===== config.mk =====
export PLATFORM = sky130hd
export DESIGN_NAME = phase_diff_tracker
export DESIGN_NICKNAME = d
export VERILOG_FILES = /design/src/rtl/phase_diff_tracker.sv
export SDC_FILE = /design/constraint.sdc
export NUM_CORES = 1
export LEC_CHECK = 0
export CAP_MARGIN = 30
export CORE_MARGIN = 5
export CORE_UTILIZATION = 40
export DETAILED_ROUTE_END_ITERATION = 8
export GPL_TIMING_DRIVEN = 1
export SYNTH_ARGS = -nofsm -noshare
export SYNTH_HDL_FRONTEND = slang
export SYNTH_SLANG_ARGS = --single-unit
export TNS_END_PERCENT = 1

===== constraint.sdc =====
create_clock -name clk -period 4.8 [get_ports clk]
set_input_delay 0.96 -clock clk [delete_from_list [all_inputs] [get_ports clk]]
set_output_delay 0.96 -clock clk [all_outputs]
set_load 0.01 [all_outputs]

===== src/rtl/phase_diff_tracker.sv =====
// Pairs voltage/current FFT peak phases, emits the wrapped signed difference and a 2^AVG_LOG2 block average.
// Optional build macro PHASE_CAL_OFFSET_EN adds a cal_offset input that is subtracted from every difference.
module phase_diff_tracker #(
    parameter int PHASE_W  = 17,
    parameter int AVG_LOG2 = 3,
    parameter int TIMEOUT  = 1023
) (
    input  logic                clk,
    input  logic                rst,
    input  logic                clr,
    input  logic                done_v,
    input  logic [PHASE_W-1:0]  theta_v,
    input  logic                done_i,
    input  logic [PHASE_W-1:0]  theta_i,
`ifdef PHASE_CAL_OFFSET_EN
    input  logic [PHASE_W-1:0]  cal_offset,
`endif
    output logic [PHASE_W-1:0]  phase_diff,
    output logic                diff_valid,
    output logic [PHASE_W-1:0]  phase_avg,
    output logic                avg_valid,
    output logic                timeout_err,
    output logic [AVG_LOG2:0]   sample_cnt
);

    // state  | meaning
    // IDLE   | no sample held
    // WAIT_I | theta_v held, waiting for done_i
    // WAIT_V | theta_i held, waiting for done_v
    // PAIR   | both held; difference is registered on the edge leaving this state

    localparam int AW = PHASE_W + AVG_LOG2;
    localparam int CW = AVG_LOG2 + 1;
    localparam int TW = (TIMEOUT < 2) ? 1 : $clog2(TIMEOUT + 1);
    localparam logic [CW-1:0] BLOCK_LEN  = CW'(2 ** AVG_LOG2);
    localparam logic [TW-1:0] TIMER_LOAD = TW'(TIMEOUT - 1);

    typedef enum logic [1:0] {IDLE, WAIT_I, WAIT_V, PAIR} state_t;

    state_t                 state;
    logic [PHASE_W-1:0]     hold_v;
    logic [PHASE_W-1:0]     hold_i;
    logic [TW-1:0]          timer;
    logic signed [AW-1:0]   acc;

    logic [PHASE_W-1:0]     d;
    logic signed [AW-1:0]   d_ext;
    logic                   avg_due;
    logic signed [AW-1:0]   acc_base;
    logic [CW-1:0]          cnt_base;

    always_comb begin
`ifdef PHASE_CAL_OFFSET_EN
        d = hold_v - hold_i - cal_offset;
`else
        d = hold_v - hold_i;
`endif
        d_ext    = AW'($signed(d));
        avg_due  = (sample_cnt == BLOCK_LEN);
        // a finished block restarts from zero so a pair landing on the same edge is kept
        acc_base = avg_due ? '0 : acc;
        cnt_base = avg_due ? '0 : sample_cnt;
    end

    always_ff @(posedge clk or negedge rst) begin
        if (!rst) begin
            state       <= IDLE;
            hold_v      <= '0;
            hold_i      <= '0;
            timer       <= '0;
            acc         <= '0;
            sample_cnt  <= '0;
            phase_diff  <= '0;
            diff_valid  <= 1'b0;
            phase_avg   <= '0;
            avg_valid   <= 1'b0;
            timeout_err <= 1'b0;
        end else begin
            diff_valid  <= 1'b0;
            avg_valid   <= 1'b0;
            timeout_err <= 1'b0;
            if (clr) begin
                state      <= IDLE;
                hold_v     <= '0;
                hold_i     <= '0;
                timer      <= '0;
                acc        <= '0;
                sample_cnt <= '0;
            end else begin
                if (avg_due) begin
                    phase_avg <= PHASE_W'(acc >>> AVG_LOG2);
                    avg_valid <= 1'b1;
                end
                if (state == PAIR) begin
                    phase_diff <= d;
                    diff_valid <= 1'b1;
                    acc        <= acc_base + d_ext;
                    sample_cnt <= cnt_base + CW'(1);
                end else begin
                    acc        <= acc_base;
                    sample_cnt <= cnt_base;
                end

                case (state)
                    IDLE, PAIR: begin
                        if (done_v && done_i) begin
                            hold_v <= theta_v;
                            hold_i <= theta_i;
                            state  <= PAIR;
                        end else if (done_v) begin
                            hold_v <= theta_v;
                            timer  <= TIMER_LOAD;
                            state  <= WAIT_I;
                        end else if (done_i) begin
                            hold_i <= theta_i;
                            timer  <= TIMER_LOAD;
                            state  <= WAIT_V;
                        end else begin
                            state  <= IDLE;
                        end
                    end
                    WAIT_I: begin
                        if (done_i) begin
                            hold_i <= theta_i;
                            if (done_v) hold_v <= theta_v;
                            state  <= PAIR;
                        end else if (done_v) begin
                            hold_v <= theta_v;
                            timer  <= TIMER_LOAD;
                        end else if (timer == '0) begin
                            timeout_err <= 1'b1;
                            hold_v      <= '0;
                            state       <= IDLE;
                        end else begin
                            timer <= timer - TW'(1);
                        end
                    end
                    WAIT_V: begin
                        if (done_v) begin
                            hold_v <= theta_v;
                            if (done_i) hold_i <= theta_i;
                            state  <= PAIR;
                        end else if (done_i) begin
                            hold_i <= theta_i;
                            timer  <= TIMER_LOAD;
                        end else if (timer == '0) begin
                            timeout_err <= 1'b1;
                            hold_i      <= '0;
                            state       <= IDLE;
                        end else begin
                            timer <= timer - TW'(1);
                        end
                    end
                    default: state <= IDLE;
                endcase
            end
        end
    end

endmodule


; After elaboration in Yosys (flattened, before gate mapping)
; Index checks and enable logic that the tools add are counted.
[word_totals]
ram_bits = 0
in_bits = 39
word_cells = 89
romBits = 0
n_memories = 0
out_inout_bits = 41
regBits = 107
latchBits = 0
[classes]
reduce_logical = 9
bitwise = 1
muxes = 51
add_sub_neg = 4
eq_ne = 13
div_mod_pow = 0
multipliers = 0
magnitude_cmp = 0
n_shift = 0
[op_table]
columns = cell, count
row1 = 17-bit two-way mux, 12
row2 = 17-bit one-hot mux with 3 select lines, 2
row3 = 10-bit two-way mux, 9
row4 = 20-bit two-way mux, 3
row5 = 10-bit one-hot mux with 3 select lines, 1
row6 = 20-bit by 17-bit adder with 20-bit output, 1
row7 = 2-bit two-way mux, 9
row8 = 17-bit subtractor, 1
row9 = "4-bit != test, second input constant", 4
row10 = 4-bit two-way mux, 3
row11 = 10-bit logical NOT, 1
row12 = 1-bit two-way mux, 10
row13 = "5-bit != test, second input constant", 2
row14 = "10-bit by 1-bit subtractor with 10-bit output, second input constant", 1
row15 = "3-bit != test, second input constant", 3
row16 = 2-bit AND reduction, 4
row17 = 2-bit one-hot mux with 3 select lines, 1
row18 = "4-bit by 1-bit adder with 4-bit output, second input constant", 1
row19 = "2-bit equality test, second input constant", 2
row20 = "4-bit equality test, second input constant", 1
row21 = 4-bit AND reduction, 1
row22 = "2-bit by 1-bit equality test with 1-bit output, second input constant", 1
row23 = 2-bit logical NOT, 1
row24 = 1-bit one-hot mux with 2 select lines, 1
row25 = 3 further kinds, 3

; Logic depth before layout (Yosys ltp)
[logic_depth]
ltp_word = 6
mapped_depth = 19
depth_no_buf = 19

; Worst setup path before layout
; Ideal clock, no wire load.
[synth_timing]
kind = reg2reg
startpoint = register sample_cnt[0]
endpoint = register acc[18]
setup_ps = 128
path_slack_ps = 469
arrival_time_ps = 4204
stages_incl_launch_ff = 17
synth_period_minus_slack_ps = 4331
n_path_buf = 2
required_ps = 4672
path_cell_list = dfrtp_1 -> or4b_4 -> buf_6 -> clkbuf_1 -> and2_1 -> ha_1 -> fa_1 -> a21o_1 -> a21o_1 -> a2111oi_2 -> o31ai_1 -> maj3_2 -> nand2_1 -> a21oi_2 -> a311oi_2 -> mux2i_1 -> mux2_1
[synth_between]
elab_chain_cells = 5
[synth_rtl]
columns = item, line_no
row1 = from (decl), 23  ; output logic [AVG_LOG2:0] sample_cnt
row2 = from (signal assigned), 98  ; sample_cnt <= cnt_base + CW'(1);
row3 = from (signal assigned), 101  ; sample_cnt <= cnt_base;
row4 = 4-bit equality test *, 59  ; avg_due = (sample_cnt == BLOCK_LEN);
row5 = 20-bit two-way mux *, 61  ; acc_base = avg_due ? '0 : acc;
row6 = 20-bit by 17-bit adder with 20-bit output, 97  ; acc <= acc_base + d_ext;
row7 = 20-bit two-way mux *, 94  ; if (state == PAIR) begin
row8 = 20-bit two-way mux *, 82  ; if (clr) begin
row9 = to (signal assigned), 97
row10 = to (signal assigned), 100  ; acc <= acc_base;
row11 = to (decl), 44  ; logic signed [AW-1:0] acc;
; Mark *: on every way between the ends. The rest lies on a longest branch, timed or not.
; A chain may end at the register's enable or synchronous reset.

; Worst setup path in the final report
[layout_timing]
startpoint = register hold_v[0]
endpoint = register acc[19]
[layout_between]
elab_chain_cells = 4
[layout_rtl]
columns = item, line_no
row1 = from (decl), 41  ; logic [PHASE_W-1:0] hold_v;
row2 = from (signal assigned), 107  ; hold_v <= theta_v;
row3 = from (signal assigned), 111  ; hold_v <= theta_v;
row4 = from (signal assigned), 125  ; if (done_v) hold_v <= theta_v;
row5 = 17-bit subtractor, 56  ; d = hold_v - hold_i;
row6 = via d[8], 46  ; logic [PHASE_W-1:0] d;
row7 = 20-bit by 17-bit adder with 20-bit output, 97
row8 = 20-bit two-way mux, 94
row9 = 20-bit two-way mux, 82
; The timed path passes the listed nets, and every way through them passes these cells.

==> results.md <==
Hold path:
- The classification of the worst-slack hold path is flip-flop to flip-flop.
- In this run the most critical hold path is launched from hold_i[7]$_DFFE_PN0P_.

Routing:
- In the detailed route, the total length drawn on met2 is 6900 um.
- In this run the remaining antenna-violating nets after routing total 0.
- The first-pass detailed-route iteration total is 4.
- The overall via count from detail_route is 5146.
- The highest routed metal layer is met4.
- Wires add up to 15400 um.
- For this block, wires on met1 add up to 7700 um.
- The per-cell via count in the routed design is 5.27.
- The total length of routed met3 wires is between 500 and 600 um.
- After detailed routing, the average wire length per cell comes to 15.8 um.
- For this run, design rule violations remaining after detail routing come to 0.
- The first routing iteration left 324 violations.

Timing:
- Setup repair after global routing left no endpoint under its margin.
- For the final routed database, the setup TNS stands at 0 ns.
- The count of final hold-check violations is 0.
- Headroom to the max-slew limit came out at 39.8%.
- The shortest period the worst path allows is 4.41 ns.
- Setup violations remaining at the end of the flow were counted as 0.
- Across the routed clock network, the largest skew measured is 0.00620 ns.
- The pin slew with the least headroom to its limit is roughly 0.9 ns.
- The portion of the clock cycle consumed by the worst path in the final layout is 91.9%.
- The setup slack after layout is about 0.4 ns.
- The achievable clock frequency is 227 MHz.
- The final count of pins violating max slew came to 0.

Critical path:
- Together, buffers and inverters on the worst path number 1.
- Setup slack on the worst reg-to-reg path comes out at 0.39 ns.
- The cell family contributing the most delay on the critical path is compound AO/OA/AOI/OAI gates.
- The critical path startpoint is hold_v[0]$_DFFE_PN0P_.
- The highest cell delay on the worst timing path is ~0.4 ns.
- The endpoint type of the worst setup path is a flip-flop.
- The worst register-to-register path has a depth of 19.
- The worst flop-to-flop path endpoint is acc[19]$_DFF_PN0_.
- The worst setup path endpoint is acc[19]$_DFF_PN0_.
- On the critical path, the stage with the largest delay is an instance of sky130_fd_sc_hd__a311o_1.
- Among the stages of the critical path, the cell type that occurs most often is sky130_fd_sc_hd__a21oi_1.
- For the worst setup path, the data arrival time is ~4.7 ns.
- Counting buffers and inverters, the worst setup path is 19 cells deep.
- The critical path goes through inv_1 -> ha_1 -> fa_1 -> nor2b_1 -> o31ai_1 -> a21oi_1 -> a21o_1 -> xor2_1 -> ha_1 -> a21oi_1 -> o21ai_0 -> a21oi_1 -> o21ai_0 -> a21oi_1 -> o2bb2ai_2 -> a311o_1 -> nor3b_2 -> a211oi_2 -> mux2_1.
- Along the worst path, the maximum fanout reaches 5.
- By startpoint and endpoint, the worst setup path is classified as flip-flop to flip-flop.
- The required time reported for the critical path endpoint is between 5 and 6 ns.
- The startpoint of the lowest-slack register-to-register path is hold_v[0]$_DFFE_PN0P_.
- The kind of start point of the critical path is a flip-flop.

Synthesis:
- By area, the combinational part of the netlist is dominated by compound AO/OA/AOI/OAI gates.
- The number of enable-type register cells in the synthesized netlist is 0.
- Counting distinct cell types in the post-synthesis netlist gives 78.
- Of the total synthesized cell area, the portion taken by AND, OR, NAND and NOR gates is 14.7%.
- The largest total area in the synthesized netlist belongs to sky130_fd_sc_hd__dfrtp_1.
- Yosys attributes the largest share of cell area to sky130_fd_sc_hd__dfrtp_1, sky130_fd_sc_hd__ha_1, sky130_fd_sc_hd__mux2_2.
- The async set-reset flop share out of synthesis is 100%.
- Counting flops and latches in the post-synthesis netlist gives between 100 and 150.
- The average cell area after synthesis is 9.61 um^2.
- The flip-flop cell with the highest count after synthesis is sky130_fd_sc_hd__dfrtp_1.
- The synthesized netlist devotes roughly a fifth of its cell area to compound gates.
- Counting instances in the post-synthesis netlist gives the leading cell types as sky130_fd_sc_hd__dfrtp_1, sky130_fd_sc_hd__nor2_1, sky130_fd_sc_hd__nand2_1, sky130_fd_sc_hd__a21oi_1, sky130_fd_sc_hd__inv_1.
- The net count after synthesis is 760.
- The cell count after synthesis came out at ~680.
- The portion of synthesized area spent on multiplexers is 8.98%.
- The post-synthesis cell area is 0.00658 mm^2.
- Of the total synthesized cell area, the portion taken by full adders, half adders and majority gates is 7.59%.
- After Yosys synthesis, XOR and XNOR cells account for 4.74% of the synthesized area.
- During synthesis, Yosys emitted a total of 0 warnings.
- The most common cell in the synthesized netlist is sky130_fd_sc_hd__dfrtp_1.
- Of the post-synthesis cell area, the dominant cell type holds 40.7%.
- Of the synthesized area, sequential elements account for 40.7%.

Flow run:
- Across the run, the number of max-cap violations was 0.

Placement:
- The placed wire-length estimate after detailed placement is approximately 12000 um.
- The placed instance count is 960.
- The number of buffers added on ports is 79.
- The placed standard-cell area is around 0.0076 mm^2.
- Prior to clock tree synthesis, the placed netlist has a worst setup slack of 0.449 ns.
- The final estimated routing congestion in global placement is 0.851.

Clocking:
- The number of H-tree levels is 3.
- For this design, the CTS-stage hold fixing added 0 buffers.
- TritonCTS built the clock tree.
- The maximum root-to-sink buffer count is 2.
- Post-CTS timing repair inserted 0 buffers for setup.
- CTS saw 107 sinks.
- The clock reaches the later pin of the worst-skew pair after approximately 0.35 ns.
- The number of clock buffers inserted by TritonCTS is 9.
- The total of cells resized after clock tree synthesis is 0.
- The tree is rooted in a sky130_fd_sc_hd__clkbuf_16.
- The clock-pin slew reported for the worst setup and hold paths after clock tree synthesis is 0.07 ns.

Die:
- The die height is 138 um.
- The floorplan step defined a core boundary enclosing 0.0160 mm^2.
- From left edge to right edge, the die measures 138 um.
- The I/O pin count is 80.
- The die area is 0.0191 mm^2.
- The initialized floorplan defines 46 standard-cell rows.
- The starting density of the core is 41.1%.

Pwr:
- The switching portion of total power is between 40% and 50%.
- The worst vdd rail ir drop is 268 uV.
- The power per cell area is 609 mW/mm^2.
- The final total power is slightly below 5 mW.
- The internal portion of the total power is 2.73 mW.
- The logic gate share of total power is 59.2%.
- The static leakage power is 3.58 nW.
- The analysis attributes to net switching a power of 2.08 mW.
- The clock network is responsible for ~15% of the overall power.
- The sequential fraction of design power is 26.2%.

Finish:
- The final layout net count is 832.
- The area overhead of the layout relative to synthesis is 20.1%.
- 0 antenna diodes ended up in the layout.
- The fraction of final layout cells with drive strength greater than 1 is a little over a tenth.
- The filler cell count is 1523.
- The number of standard cells in the final layout excluding fillers is between 900 and 1000.
- The cell area after layout is 0.00790 mm^2.

GRT:
- The first global-routing pass estimated between 20000 and 30000 um of wire.
- For this run the aggregate overflow at the end of global routing stands at 0.
- The number of antenna violations at the first check in global routing was 0.
- Entering global routing, the biggest net connects a little over 70 pins.
- Global routing used between 10% and 20% of the available tracks across all layers.
- The via count of the first global-routing pass is 5224.

Status:
- The flow ran to the end, and the final reports show no timing, DRC or antenna violations.
[sequential cells by signal, summed over array words and instances (netlist names), 2 cells and up]
| signal | count |
|---|---|
| timer | 10 |
| hold_i | 17 |
| state | 2 |
| hold_v | 17 |
| acc | 20 |
| phase_avg | 17 |
| phase_diff | 17 |
| sample_cnt | 4 |
[kinds of logic (layout without fill, tap and decap cells)]
logic type,Yosys count,after routing
simple gates,207,207
compound gates,173,173
flops,107,107
buf+inv,70,146
mux,54,54
fa+ha+maj,39,39
xor+xnor,34,34
[metal layers]
| metal | global-route usage (%) | up-vias |
|---|---|---|
| li1 | - | 2566 |
| met1 | 23.3 | 2463 |
| met2 | 25.2 | 103 |
| met3 | 2.55 | 14 |
| met4 | 6.14 | 0 |
| met5 | 0 | - |
[cell usage in the layout (no fill, tap or decap), types with 11 or more instances in the layout]
cell type / synthesis / routed
sky130_fd_sc_hd__mux2_2: 26 / 26
sky130_fd_sc_hd__a21oi_1: 44 / 44
sky130_fd_sc_hd__clkdlybuf4s50_1: 0 / 78
sky130_fd_sc_hd__and2_1: 16 / 16
sky130_fd_sc_hd__ha_1: 35 / 35
sky130_fd_sc_hd__nor2_1: 73 / 73
sky130_fd_sc_hd__nand2_1: 61 / 61
sky130_fd_sc_hd__inv_1: 41 / 41
sky130_fd_sc_hd__mux2i_1: 23 / 23
sky130_fd_sc_hd__dfrtp_1: 107 / 107
sky130_fd_sc_hd__xnor2_1: 26 / 26
sky130_fd_sc_hd__buf_4: 0 / 11
sky130_fd_sc_hd__a22o_1: 17 / 17
sky130_fd_sc_hd__o21ai_0: 39 / 39
[how the worst min path moves through the flow]
stage / cells after the start / slack (ns) / endpoint
global placement: 1 / 0.48 / hold_i[5]$_DFFE_PN0P_
finish: 1 / 0.50 / hold_i[7]$_DFFE_PN0P_
floorplan: 1 / 0.47 / hold_i[10]$_DFFE_PN0P_
CTS: 1 / 0.51 / hold_i[7]$_DFFE_PN0P_
global route: 1 / 0.52 / hold_i[2]$_DFFE_PN0P_
detailed placement: 1 / 0.49 / hold_i[7]$_DFFE_PN0P_
[final cells by class]
cell class	instances	area, um^2	share of cell area [%]
multi-input combinational	507	3630	45.9
inverter	41	154	1.95
sequential	107	2680	33.9
clock inverter	3	23.8	0.301
clock buffer	12	256	3.25
timing repair buffer	90	891	11.3
tap	216	270	3.42
[stage by stage]
| stage | hold WS [ns] | utilization [%] |
|---|---|---|
| 3_3_place_gp | 0.485 | 47.3 |
| 5_1_grt | 0.517 | 49.4 |
| 6_report | 0.501 | 49.4 |
| 2_1_floorplan | 0.466 | - |
| 4_1_cts | 0.506 | 49.2 |
| 3_5_place_dp | 0.489 | 47.4 |
[power by group through the flow]
stage	combinational (mW)	clock (mW)	sequential, mW
floorplan	2.10	0	1.26
global route	3.15	0.755	1.29
CTS	2.84	0.727	1.26
detailed placement	2.82	0	1.28
finish	2.85	0.702	1.26
global placement	2.75	0	1.27
Power figures use the tool's default switching activity.
